<file path="config.mk">
export PLATFORM = sky130hd
export DESIGN_NAME = fpmodulus_seq
export DESIGN_NICKNAME = d
export VERILOG_FILES = /design/src/rtl/fpmodulus_seq.sv
export SDC_FILE = /design/constraint.sdc
export NUM_CORES = 1
export LEC_CHECK = 0
export ABC_AREA = 1
export BUFFER_PORTS_ARGS = -buffer_cell sky130_fd_sc_hd__buf_2
export CELL_PAD_IN_SITES_DETAIL_PLACEMENT = 0
export CELL_PAD_IN_SITES_GLOBAL_PLACEMENT = 2
export CORE_ASPECT_RATIO = 0.6
export CORE_MARGIN = 2
export CORE_UTILIZATION = 37
export CTS_BUF_LIST = sky130_fd_sc_hd__clkbuf_2 sky130_fd_sc_hd__clkbuf_4 sky130_fd_sc_hd__clkbuf_8
export CTS_CLUSTER_SIZE = 10
export DETAILED_ROUTE_END_ITERATION = 16
export PLACE_DENSITY_LB_ADDON = 0.1
export SYNTH_ARGS = -nofsm -noshare
export SYNTH_HDL_FRONTEND = slang
export SYNTH_SLANG_ARGS = --single-unit
</file>
<file path="constraint.sdc">
create_clock -name clk -period 2.7 [get_ports clk]
set_clock_uncertainty 0.15 [all_clocks]
set_input_delay 0.675 -clock clk [delete_from_list [all_inputs] [get_ports clk]]
set_output_delay 0.675 -clock clk [all_outputs]
set_load 0.05 [all_outputs]
</file>
<file path="src/rtl/fpmodulus_seq.sv">
// Purpose: sign-magnitude fixed-point fmod (remainder keeps dividend sign) plus truncated quotient, restoring shift-subtract.
// Latency: start sampled at edge k -> donefmod and results at edge k+N+2 (k+3 on divide by zero); fixed, operand independent.
// Backpressure: none; startfmod is ignored while busy, nothing is queued, a held start re-launches on the first IDLE cycle.
module fpmodulus_seq #(
  parameter int N = 32,
  parameter int Q = 16
) (
  input  logic         clk,
  input  logic         rst,
  input  logic         startfmod,
  input  logic [N-1:0] num1,
  input  logic [N-1:0] num2,
  output logic [N-1:0] mod,
  output logic [N-1:0] quot,
  output logic         div_zero,
  output logic         busy,
  output logic         donefmod
);

  // Q only changes how the bits are read, never the datapath; this guard just
  // names the legal range (at least the sign bit must stay outside the fraction).
  if (Q > N - 1) begin : g_q_out_of_range
  end

  localparam int CW = $clog2(N);
  localparam logic [CW-1:0] LAST_ITER = CW'(N - 2);

  typedef enum logic [2:0] {
    S_IDLE = 3'd0,
    S_LOAD = 3'd1,
    S_CALC = 3'd2,
    S_FIX  = 3'd3,
    S_DONE = 3'd4
  } state_t;

  state_t state_q, state_d;

  // Latched operands (full sign-magnitude words)
  logic [N-1:0]  n1_q, n1_d;
  logic [N-1:0]  n2_q, n2_d;
  // Magnitudes: ma is shifted left as its bits are consumed MSB first
  logic [N-2:0]  ma_q, ma_d;
  logic [N-2:0]  mb_q, mb_d;
  // Partial remainder and quotient bits being accumulated
  logic [N-1:0]  r_q, r_d;
  logic [N-2:0]  qb_q, qb_d;
  logic [CW-1:0] cnt_q, cnt_d;
  // LOAD runs two phases: capture magnitudes, then decide on the registered divisor
  logic          load_ph_q, load_ph_d;
  logic          zero_q, zero_d;
  // Registered results
  logic [N-1:0]  mod_q, mod_d;
  logic [N-1:0]  quot_q, quot_d;
  logic          dz_q, dz_d;

  // One restoring step: trial value is the remainder shifted with the next dividend bit
  logic [N:0]    trial;
  logic [N-1:0]  trial_diff;
  logic          trial_ge;

  always_comb begin
    trial      = {r_q, ma_q[N-2]};
    trial_ge   = (trial >= {2'b00, mb_q});
    trial_diff = trial[N-1:0] - {1'b0, mb_q};
  end

  // State register
  always_ff @(posedge clk or negedge rst) begin
    if (!rst) begin
      state_q <= S_IDLE;
    end else begin
      state_q <= state_d;
    end
  end

  // Next-state logic
  always_comb begin
    state_d = state_q;
    case (state_q)
      S_IDLE: if (startfmod) state_d = S_LOAD;
      S_LOAD: begin
        if (load_ph_q) begin
          state_d = (mb_q == '0) ? S_FIX : S_CALC;
        end
      end
      S_CALC: if (cnt_q == LAST_ITER) state_d = S_FIX;
      S_FIX:  state_d = S_DONE;
      S_DONE: state_d = S_IDLE;
      default: state_d = S_IDLE;
    endcase
  end

  // Datapath next values, advanced according to the current state
  always_comb begin
    n1_d      = n1_q;
    n2_d      = n2_q;
    ma_d      = ma_q;
    mb_d      = mb_q;
    r_d       = r_q;
    qb_d      = qb_q;
    cnt_d     = cnt_q;
    load_ph_d = load_ph_q;
    zero_d    = zero_q;
    mod_d     = mod_q;
    quot_d    = quot_q;
    dz_d      = dz_q;
    case (state_q)
      S_IDLE: begin
        if (startfmod) begin
          n1_d = num1;
          n2_d = num2;
        end
      end
      S_LOAD: begin
        if (!load_ph_q) begin
          ma_d      = n1_q[N-2:0];
          mb_d      = n2_q[N-2:0];
          r_d       = '0;
          qb_d      = '0;
          cnt_d     = '0;
          load_ph_d = 1'b1;
        end else begin
          load_ph_d = 1'b0;
          zero_d    = (mb_q == '0);
        end
      end
      S_CALC: begin
        r_d   = trial_ge ? trial_diff : trial[N-1:0];
        qb_d  = {qb_q[N-3:0], trial_ge};
        ma_d  = {ma_q[N-3:0], 1'b0};
        cnt_d = cnt_q + CW'(1);
      end
      S_FIX: begin
        if (zero_q) begin
          // Divide by zero passes the dividend through, minus any negative zero
          mod_d  = {n1_q[N-1] & (|n1_q[N-2:0]), n1_q[N-2:0]};
          quot_d = '0;
          dz_d   = 1'b1;
        end else begin
          mod_d  = {n1_q[N-1] & (|r_q[N-2:0]), r_q[N-2:0]};
          quot_d = {(n1_q[N-1] ^ n2_q[N-1]) & (|qb_q), qb_q};
          dz_d   = 1'b0;
        end
      end
      default: begin
      end
    endcase
  end

  // Datapath and result registers
  always_ff @(posedge clk or negedge rst) begin
    if (!rst) begin
      n1_q      <= '0;
      n2_q      <= '0;
      ma_q      <= '0;
      mb_q      <= '0;
      r_q       <= '0;
      qb_q      <= '0;
      cnt_q     <= '0;
      load_ph_q <= 1'b0;
      zero_q    <= 1'b0;
      mod_q     <= '0;
      quot_q    <= '0;
      dz_q      <= 1'b0;
    end else begin
      n1_q      <= n1_d;
      n2_q      <= n2_d;
      ma_q      <= ma_d;
      mb_q      <= mb_d;
      r_q       <= r_d;
      qb_q      <= qb_d;
      cnt_q     <= cnt_d;
      load_ph_q <= load_ph_d;
      zero_q    <= zero_d;
      mod_q     <= mod_d;
      quot_q    <= quot_d;
      dz_q      <= dz_d;
    end
  end

  // Outputs: results straight from registers, status decoded from the state register
  always_comb begin
    mod      = mod_q;
    quot     = quot_q;
    div_zero = dz_q;
    busy     = (state_q != S_IDLE);
    donefmod = (state_q == S_DONE);
  end

endmodule

</file>
==> metrics.txt <==
status completed; Arr. time, crit path 1.72 ns; Post-DP HPWL 31410 um; initial core utilization 37.65%; placed cell count 2252; # H-tree levels 2; EDFF count, synth 0; root buffer cell clkbuf_8; internal power 11950 uW; P_leak 0.008068 uW; Die Y 153.1 um; Worst setup startpoint state_q[2]; fill cell count 3723; CP Max Fanout 5; wire per inst 18.01 um; ys flop type dfrtp_1; register bit total from synthesis 264; worst r2r src r_q[25]; WHS Endpoint n1_q[26]; Hold Crit Class in -> reg; mapped cell area 0.01371 mm2; first-pass GRT wire length 67080 um; CP max stage delay 0.46 ns; vias in the first global route 11.28k; die width 252.5 um; IO buf count 133; initial antenna violation count 0; R2R setup slack 0.16 ns; sequential share of power 28.2%; Vias 11.51k; Routed WL 41900 um; Max Slew Vio Count 0; Layout Cells excl Fill 2327; worst-skew pair later-pin latency 0.59 ns; worst-margin pin slew 1.096 ns; drt pass-1 iters 5; CP Class reg -> out; Worst slew margin 26.82%; Die ar. 0.03866 mm2; cell count along the critical path 3; vias per cell 4.945; WP data required 1.88 ns; Ys Warns 0; Rows 54; Mean Syn Cell Area 8.204 um2; GRT Total Usage 22.27%; Logic pwr share 55.9%; Critical-path top delay cell dfrtp_1; clock group share of total power 15.9%; switching power 11590 uW; RSZ-0062 raised after global routing true; Reg2Reg Capture Point r_q[3]; CTS Sinks 264; Reg2Reg Depth 13; fin crit share 94.16%; final setup fails 0; antenna-violating nets left 0; share of layout cells above drive strength 1 19.45%; Residual DRC 0; Max Buffers Root-to-Sink 3; hold path depth 2; gate family responsible for the most delay along the worst path flip-flops; sw frac 49.24%; Final min period 2.542 ns; FMAX 0.3934 GHz; number of DRC markers in iteration 0 946; Placer Congestion 0.8683; final hold violation count 0; CTS tree yes; total gr overflow 0; Worst Path Buf+Inv 2; final core utilization 43.95%; Hold Crit Start num1[26]; number of nets in the layout 1924; Power Density 1470 mW/mm2; sequential element share of the synthesized area 48.19%; Post-Syn Instances 1671; post-synth cell types 38; Critical Path Sink Type output pin; ys async rst share 100.0%; total I/O pin count 134; Area growth syn-to-layout 16.74%; diode count 0; syn nets 1772; nature of the critical path startpoint register; Max rail drop VDD 0.7070 mV; Core Region 0.03642 mm2; worst path cell trace inv_2, nor3_2, buf_2; CTS buffer count 44; max-cap violations 0; Clock transition at path regs 0.07 ns; largest net degree at the start of global routing 73
-- worst max path at each step --
stage                     endpoint  slack [ns]
after floorplan           donefmod        0.36
after global placement     r_q[27]        0.08
after detailed placement   r_q[27]        0.13
after CTS                 donefmod        0.11
after global routing       r_q[28]       -0.01
final                     donefmod        0.16
-- per-stage QoR --
stage	worst slack [ns]	setup TNS [ns]	cell area (um2)	hold WS [ns]	total power (uW)
after global placement	0.08317	0	15060	0.3118	19660
final	0.1578	0	16000	0.1571	23530
after detailed placement	0.1333	0	15060	0.3158	19680
after global routing	-0.01216	-0.01216	16000	0.1357	25590
after floorplan	0.3563	0	13710	0.2294	15680
after CTS	0.1074	0	15970	0.1223	23570
-- layout by cell type, fill, tap and decap left out, types with 2 or more instances in the layout --
master / instances
buf_6: 3
buf_12: 8
nand4_1: 27
xor2_1: 3
nor2_2: 8
clkbuf_4: 18
and2_1: 5
a31oi_1: 29
nand3_2: 17
inv_2: 8
o21ai_0: 50
mux2_2: 61
xnor2_1: 13
clkbuf_8: 51
or2_2: 3
o22ai_1: 31
nand3_1: 80
nor2_4: 3
nand2_1: 483
nand2_2: 6
ha_2: 3
buf_2: 132
nor3_1: 3
nand3b_1: 2
clkinv_2: 2
o211ai_1: 32
o21bai_1: 4
dfrtp_1: 264
nor2_1: 74
ha_1: 30
nor4_1: 20
inv_1: 247
inv_8: 2
o21a_1: 3
a21oi_1: 23
a21oi_2: 2
o21ai_1: 63
buf_4: 28
-- cell families after synthesis --
kind of cell / Yosys count / share of synthesized area, %
DFF: 264 / 48.19
and+or+nand+nor: 734 / 23.01
muxes: 61 / 5.011
buffers and inverters: 323 / 9.519
xor gates and xnor gates: 16 / 1.022
adders and majority gates: 34 / 3.158
AOI/OAI and AO/OA: 239 / 10.09
-- synth_stat cells (13+ instances only) --
cell type	count	area (um2)
o21ai_1	63	315.3
inv_1	247	927.1
o211ai_1	32	240.2
nand3_2	17	170.2
xnor2_1	13	113.9
nand2_1	483	1813
a21oi_1	23	115.1
buf_2	22	110.1
ha_1	33	412.9
dfrtp_1	264	6606
clkbuf_1	33	123.9
nand4_1	27	168.9
nor4_1	20	125.1
nor2_1	77	289.0
a31oi_1	29	181.4
nand3_1	81	405.4
o22ai_1	31	193.9
mux2_2	61	686.9
o21ai_0	50	250.2
-- sequential cells by signal (all words and copies together), names as in the netlist, 3 cells and up --
register  count
quot         32
qb_q         31
cnt_q         5
mod          32
n2_q         32
r_q          32
ma_q         31
mb_q         31
state_q       3
n1_q         32
-- final cells by class --
cell class | count | area [um2] | share of cell area [%]
Clock buffer | 69 | 837.1 | 5.230
Clock inverter | 5 | 62.56 | 0.3909
Inverter | 256 | 960.9 | 6.004
Multi-Input combinational cell | 1084 | 5852 | 36.56
Sequential cell | 264 | 6606 | 41.28
Tap cell | 476 | 595.6 | 3.721
Timing Repair Buffer | 173 | 1090 | 6.810
-- routing by layer --
layer	wire, um	part of all wire (%)	GRT usage (%)
met1	22870	55	36.48
met2	16160	39	29.64
met3	2438	5.8	4.598
met4	436	1.0	3.888
met5	0	0	0
-- power by group through the flow --
stage / sequential (uW) / combinational, uW / clock, uW
final: 6640 / 13200 / 3740
after global routing: 6860 / 14700 / 4060
after CTS: 6660 / 13000 / 3880
after detailed placement: 6710 / 13000 / 0
after global placement: 6690 / 13000 / 0
after floorplan: 7350 / 8330 / 0
-- repair_timing --
| action | CTS | global route |
|---|---|---|
| setup buffers | 0 | 0 |
| hold endpoints to repair | 50 | 0 |
| endpoints found under the setup margin | 1 | 27 |
| resized for setup | 1 | 10 |
| hold buffers | 1 | 0 |
| pin swaps | 0 | 0 |
Note: power is estimated with default switching activity, not from simulation.
